## src/rtl/mem_port_arbiter.sv

```systemverilog
// mem_port_arbiter
// Shares the CPU's single external memory port between instruction fetch and
// the memory stage (loads/stores). One transaction is in flight at a time. A
// data request wins over a fetch because it belongs to the older instruction.
// Each request is latched, driven on the bus until mem_ack arrives, and its
// result is returned as a one-cycle valid pulse. A timer aborts a hung bus
// cycle after TIMEOUT cycles.
//
// Ports:
//   clk, rst                   clock, asynchronous active-high reset
//   if_req/if_addr             fetch read request (held until if_valid)
//   if_rdata/if_valid/if_stall instruction word, completion pulse, stall
//   d_read/d_write/d_addr      load/store request and byte address
//   d_wdata/d_mask             store data, access size/signedness
//   d_rdata/d_valid/d_err      extended load data, completion pulse, error
//   d_stall                    data stage stall
//   mem_addr/mem_wdata         word-aligned bus address, lane-replicated data
//   mem_byteen                 bus byte enables
//   mem_read/mem_write         bus strobes, held until mem_ack
//   mem_rdata/mem_ack          bus read data, one-cycle completion
module mem_port_arbiter #(
    parameter int ADDR_W  = 32,
    parameter int TIMEOUT = 64
) (
    input  logic              clk,
    input  logic              rst,
    input  logic              if_req,
    input  logic [ADDR_W-1:0] if_addr,
    output logic [31:0]       if_rdata,
    output logic              if_valid,
    output logic              if_stall,
    input  logic              d_read,
    input  logic              d_write,
    input  logic [ADDR_W-1:0] d_addr,
    input  logic [31:0]       d_wdata,
    input  logic [2:0]        d_mask,
    output logic [31:0]       d_rdata,
    output logic              d_valid,
    output logic              d_stall,
    output logic              d_err,
    output logic [ADDR_W-1:0] mem_addr,
    output logic [31:0]       mem_wdata,
    output logic [3:0]        mem_byteen,
    output logic              mem_read,
    output logic              mem_write,
    input  logic [31:0]       mem_rdata,
    input  logic              mem_ack
);

    // Access size encoding (funct3 of RISC-V loads/stores).
    localparam logic [2:0] MEM_BYTE  = 3'b000;
    localparam logic [2:0] MEM_HALF  = 3'b001;
    localparam logic [2:0] MEM_WORD  = 3'b010;
    localparam logic [2:0] MEM_UBYTE = 3'b100;
    localparam logic [2:0] MEM_UHALF = 3'b101;

    localparam logic [31:0] NOP_INSN = 32'h0000_0013;
    localparam int TIMER_W = (TIMEOUT > 2) ? $clog2(TIMEOUT) : 1;
    localparam logic [TIMER_W-1:0] TIMER_LAST = TIMER_W'(TIMEOUT - 1);

    typedef enum logic [1:0] {IDLE, FETCH, DATA} state_t;

    state_t             state_q, state_d;
    logic [ADDR_W-1:0]  addr_p1;
    logic [3:0]         byteen_p1;
    logic [31:0]        wdata_p1;
    logic [2:0]         mask_p1;
    logic               wr_p1;
    logic [TIMER_W-1:0] timer_p1;

    logic d_req, d_take, f_take, d_misaligned, expired;

    function automatic logic is_misaligned(input logic [1:0] ofs, input logic [2:0] mask);
        case (mask)
            MEM_BYTE, MEM_UBYTE: return 1'b0;
            MEM_HALF, MEM_UHALF: return ofs[0];
            default:             return ofs != 2'b00;
        endcase
    endfunction

    function automatic logic [3:0] lane_enables(input logic [1:0] ofs, input logic [2:0] mask);
        case (mask)
            MEM_BYTE, MEM_UBYTE: return 4'b0001 << ofs;
            MEM_HALF, MEM_UHALF: return ofs[1] ? 4'b1100 : 4'b0011;
            default:             return 4'b1111;
        endcase
    endfunction

    function automatic logic [31:0] store_lanes(input logic [31:0] wdata, input logic [2:0] mask);
        case (mask)
            MEM_BYTE, MEM_UBYTE: return {4{wdata[7:0]}};
            MEM_HALF, MEM_UHALF: return {2{wdata[15:0]}};
            default:             return wdata;
        endcase
    endfunction

    function automatic logic [31:0] load_extend(input logic [31:0] word, input logic [1:0] ofs,
                                                input logic [2:0] mask);
        logic signed [7:0]  b;
        logic signed [15:0] h;
        logic [31:0]        r;
        b = word[{ofs, 3'b000} +: 8];
        h = ofs[1] ? word[31:16] : word[15:0];
        case (mask)
            MEM_BYTE:  r = 32'(b);
            MEM_UBYTE: r = {24'd0, b};
            MEM_HALF:  r = 32'(h);
            MEM_UHALF: r = {16'd0, h};
            default:   r = word;
        endcase
        return r;
    endfunction

    assign d_req        = d_read | d_write;
    // A requester whose valid is pulsing still holds its old request this
    // cycle; it must not be accepted a second time.
    assign d_take       = d_req && !d_valid;
    assign f_take       = if_req && !if_valid;
    assign d_misaligned = is_misaligned(d_addr[1:0], d_mask);
    assign expired      = (timer_p1 == TIMER_LAST);

    // FSM state register
    always_ff @(posedge clk or posedge rst) begin
        if (rst) state_q <= IDLE;
        else     state_q <= state_d;
    end

    // FSM next state
    always_comb begin
        state_d = state_q;
        case (state_q)
            IDLE: begin
                if (d_take) begin
                    if (!d_misaligned) state_d = DATA;
                end else if (f_take) begin
                    state_d = FETCH;
                end
            end
            FETCH, DATA: begin
                if (mem_ack || expired) state_d = IDLE;
            end
            default: state_d = IDLE;
        endcase
    end

    // FSM outputs: strobes decode from state so reset drops them immediately
    always_comb begin
        mem_read   = (state_q == FETCH) || (state_q == DATA && !wr_p1);
        mem_write  = (state_q == DATA) && wr_p1;
        mem_addr   = {addr_p1[ADDR_W-1:2], 2'b00};
        mem_byteen = byteen_p1;
        mem_wdata  = wdata_p1;
        if_stall   = if_req && !if_valid;
        d_stall    = d_req && !d_valid;
    end

    // Stage p1: latched transaction, timer and returned results
    always_ff @(posedge clk or posedge rst) begin
        if (rst) begin
            addr_p1   <= '0;
            byteen_p1 <= '0;
            wdata_p1  <= '0;
            mask_p1   <= '0;
            wr_p1     <= 1'b0;
            timer_p1  <= '0;
            if_rdata  <= '0;
            if_valid  <= 1'b0;
            d_rdata   <= '0;
            d_valid   <= 1'b0;
            d_err     <= 1'b0;
        end else begin
            if_valid <= 1'b0;
            d_valid  <= 1'b0;
            d_err    <= 1'b0;
            timer_p1 <= (state_q == IDLE) ? '0 : timer_p1 + 1'b1;
            case (state_q)
                IDLE: begin
                    if (d_take) begin
                        if (d_misaligned) begin
                            d_valid <= 1'b1;
                            d_err   <= 1'b1;
                            d_rdata <= '0;
                        end else begin
                            addr_p1   <= d_addr;
                            byteen_p1 <= lane_enables(d_addr[1:0], d_mask);
                            wdata_p1  <= store_lanes(d_wdata, d_mask);
                            mask_p1   <= d_mask;
                            wr_p1     <= d_write;
                        end
                    end else if (f_take) begin
                        addr_p1   <= if_addr;
                        byteen_p1 <= 4'b1111;
                        wdata_p1  <= '0;
                        mask_p1   <= MEM_WORD;
                        wr_p1     <= 1'b0;
                    end
                end
                // A dropped request (flush) lets the bus cycle finish silently.
                FETCH: begin
                    if (if_req && (mem_ack || expired)) begin
                        if_valid <= 1'b1;
                        if_rdata <= mem_ack ? mem_rdata : NOP_INSN;
                    end
                end
                DATA: begin
                    if (d_req && mem_ack) begin
                        d_valid <= 1'b1;
                        d_rdata <= wr_p1 ? 32'd0 : load_extend(mem_rdata, addr_p1[1:0], mask_p1);
                    end else if (d_req && expired) begin
                        d_valid <= 1'b1;
                        d_err   <= 1'b1;
                        d_rdata <= '0;
                    end
                end
                default: ;
            endcase
        end
    end

endmodule

```

## config.mk

```make
export PLATFORM = sky130hd
export DESIGN_NAME = mem_port_arbiter
export DESIGN_NICKNAME = d
export VERILOG_FILES = /design/src/rtl/mem_port_arbiter.sv
export SDC_FILE = /design/constraint.sdc
export NUM_CORES = 1
export LEC_CHECK = 0
export ABC_AREA = 1
export CELL_PAD_IN_SITES_DETAIL_PLACEMENT = 1
export CELL_PAD_IN_SITES_GLOBAL_PLACEMENT = 1
export CORE_MARGIN = 2
export CORE_UTILIZATION = 30
export DETAILED_ROUTE_END_ITERATION = 10
export GPL_TIMING_DRIVEN = 0
export HOLD_SLACK_MARGIN = 0.15
export PLACE_DENSITY = 0.76
export SYNTH_ARGS = -nofsm -noshare
export SYNTH_HDL_FRONTEND = slang
export SYNTH_SLANG_ARGS = --single-unit
```

## constraint.sdc

```tcl
create_clock -name clk -period 6.5 [get_ports clk]
set_clock_uncertainty 0.15 [all_clocks]
set_input_delay 1.3 -clock clk [delete_from_list [all_inputs] [get_ports clk]]
set_output_delay 1.3 -clock clk [all_outputs]
set_load 0.05 [all_outputs]
```

==> flow_summary.ini <==
[synth]
synth_area_um2 = 7764
synth_edf_count = 0
yosysMostFrequentCell = nand2_1
synth_cell_types = 29
yosysSeqAreaShare_pct = 47.38
synthFlopType = dfrtp_1
synthTopCellsByArea = dfrtp_1 47%, nand2_1 20%, o21ai_0 4.4%, nor2_1 4.0%, nand3_1 3.6%
yosys-top-cells-count = 415 x nand2_1, 147 x dfrtp_1, 82 x nor2_1
avgSynthCellArea_um2 = 7.422
async_reset_ff_share_pct = 100.0
synth_seq_cells = 147
yosysWarnings = 0
synth_area_leader_cell = dfrtp_1
synthCells = 1046
synth_top_area_share_pct = 47.38

[route]
wl_um = 29250
wl_per_cell_um = 17.40
route.antenna.remaining_nets = 0
first_pass_iters = 4
drc = 0
drtIter0Drc = 434
dr_total_vias = 7901
viasPerCell = 4.700

[cells_and_area]
finalInstanceArea_um2 = 11530
nets = 1480
multi_input_area_um2 = 3277
layoutNonFillerInstCount = 1681
antenna_cells = 0
syn2layout_area_growth_pct = 48.56
seqCellArea_um2 = 3679
fillers = 3133
final_layout_size_suffix_gt1_share_pct = 10.07

[global_routing]
grt_pass1_vias = 8131
grt_usage_pct = 21.88
antenna_found_initial = 1
grt_pass1_wl_um = 45200
grt-ovfl-total = 0
grt_max_degree = 80

[floorplanning]
io_pins = 276
fp.dieH_um = 164.9
core-area_um2 = 25330
dieArea_um2 = 27180
rows = 58
fp.dieW_um = 164.9
start_util_pct = 30.65

[setup_path]
crit_slowest_cell = clkdlybuf4s50_1
cpPeakStageDelay_ps = 910
r2r-start = state_q[0]$_DFFE_PP0P_
cp-start-kind = primary input
reg2reg_to = mem_byteen[0]$_DFFE_PP0P_
crit_path_frequent_cell = clkdlybuf4s50_1
critPathRequiredTime_ps = 5050
cp_cell_sequence = clkdlybuf4s50_1 > inv_2 > nand2_2 > nand2_1 > clkinv_1 > clkbuf_1 > clkdlybuf4s50_1
cp_max_fo = 10
r2r_slack_ps = 4360
worstRegToRegCells = 7
worst_setup_path_end_kind = output port
arrival_ps = 3600
path_class = in -> out

[clocking]
h-tree-depth = 4
ctsHoldBuffers = 0
tritoncts = yes
cts_setup_buffers = 0
cts_resized = 0
cts_buffers = 17
clock-sinks = 147
cts_buffer_depth = 2
clkTransAtPathRegs_ps = 60
clk_latency_ps = 430
cts-root-buf = clkbuf_16

[hold_path]
hold_start = addr_p1[23]$_DFFE_PP0P_
min_path_type = reg -> reg
hold_depth = 2
min_to = addr_p1[23]$_DFFE_PP0P_

[pwr]
p_per_area_nw_per_um2 = 506.0
p_leak_uw = 0.005437
peakVddDrop_uv = 244.3

[timing]
max_slew.worst_pin.slew_ps = 669.8
finalMaxSlewViolations = 0
setup_tns_ps = 0
setup_viol = 0
fmax_mhz = 198.2
finalCritPeriodShare_pct = 77.64
finalHoldViolations = 0
rsz0062_at_grt = no
post-route-min-period_ps = 5047
fin_ws_ps = 1454
maxSlewHeadroom_pct = 55.34
holdWs_ps = 323.6

[placement]
pre_cts_ws_ps = 1385
port_buffers = 272
dpl_cell_area_um2 = 10940
gp_congestion = 0.8671
dpl.cell_count = 1650
place_hpwl_um = 22830

[outcome]
status = complete, no violations

[run]
cap_violations = 0
==> flip-flops by register name, indices dropped and copies added, names as in the netlist, 2 cells and up <==
name,count
addr_p1,32
d_rdata,32
if_rdata,32
mem_wdata,32
timer_p1,6
mem_byteen,4
mask_p1,3
state_q,2
==> metal layers <==
layer  vias to the layer above  track usage [%]  wire (µm)
li1                       3848                -          -
met3                        26            6.981       2382
met4                         2            5.771        408
met5                         -                0         13
met2                       245            36.29      13940
met1                      3780            27.55      12510
==> worst max path at each step <==
| stage | startpoint | end | depth (start not counted) |
|---|---|---|---|
| floorplan | rst | addr_p1[0]$_DFFE_PP0P_ | 1 |
| global placement | rst | addr_p1[15]$_DFFE_PP0P_ | 2 |
| detailed placement | d_write | d_stall | 7 |
| CTS | d_write | d_stall | 7 |
| global route | d_write | d_stall | 7 |
| finish | d_write | d_stall | 7 |
==> cell type report <==
type	count	share of cell area (%)
well taps	330	3.580
flip-flops and latches	147	31.89
clock inverters	12	1.345
clock buffers	19	3.840
multi-input cells	752	28.41
plain buffers	85	4.947
inverters	63	2.137
repair buffers	273	23.84
==> cells by family (layout without fill, tap and decap cells) <==
kind of cell	after synthesis	count (layout)	share of synthesized area, %
AND/OR/NAND/NOR	581	581	30.43
flip-flops	147	147	47.38
buffers and inverters	148	452	10.46
AO/OA/AOI/OAI	165	165	11.04
other	1	2	0.04830
adder cells (fa/ha/maj)	4	4	0.6447
==> cell usage in the layout (no fill, tap or decap), types with 4 or more instances in the layout <==
| cell | Yosys | routed |
|---|---|---|
| a21oi_1 | 34 | 34 |
| ha_1 | 4 | 4 |
| nand2_1 | 415 | 415 |
| clkdlybuf4s50_1 | 0 | 272 |
| buf_4 | 34 | 34 |
| inv_1 | 55 | 54 |
| buf_2 | 26 | 26 |
| or2_2 | 11 | 11 |
| clkbuf_16 | 0 | 17 |
| inv_2 | 4 | 4 |
| clkbuf_1 | 12 | 13 |
| o21ai_1 | 51 | 51 |
| o21ai_0 | 69 | 69 |
| dfrtp_1 | 147 | 147 |
| nor2_1 | 82 | 82 |
| nand4_1 | 4 | 4 |
| o211ai_1 | 8 | 8 |
| nand2_2 | 4 | 4 |
| nand3_1 | 56 | 56 |
| buf_6 | 12 | 12 |
==> per-stage QoR <==
| step | power [µW] | utilization [%] |
|---|---|---|
| 5_1_grt | 6199 | 45.54 |
| 3_3_place_gp | 4792 | 43.05 |
| 6_report | 5836 | 45.54 |
| 2_1_floorplan | 3679 | - |
| 3_5_place_dp | 4845 | 43.18 |
| 4_1_cts | 5900 | 45.54 |
==> report_power, final <==
part	internal, µW	switching, µW	total (µW)	leakage (µW)
Sequential	1250	215	1470	0.00191
Combinational	1110	2230	3340	0.00324
Clock	613	411	1020	0.000290
Total	2980	2860	5840	0.00544
==> critical path: cells and delay by family <==
kind	cells	cell delay (ps)
simple gates	2	280
buf+inv	5	2000
No activity file was read; power rests on OpenSTA's default activity.
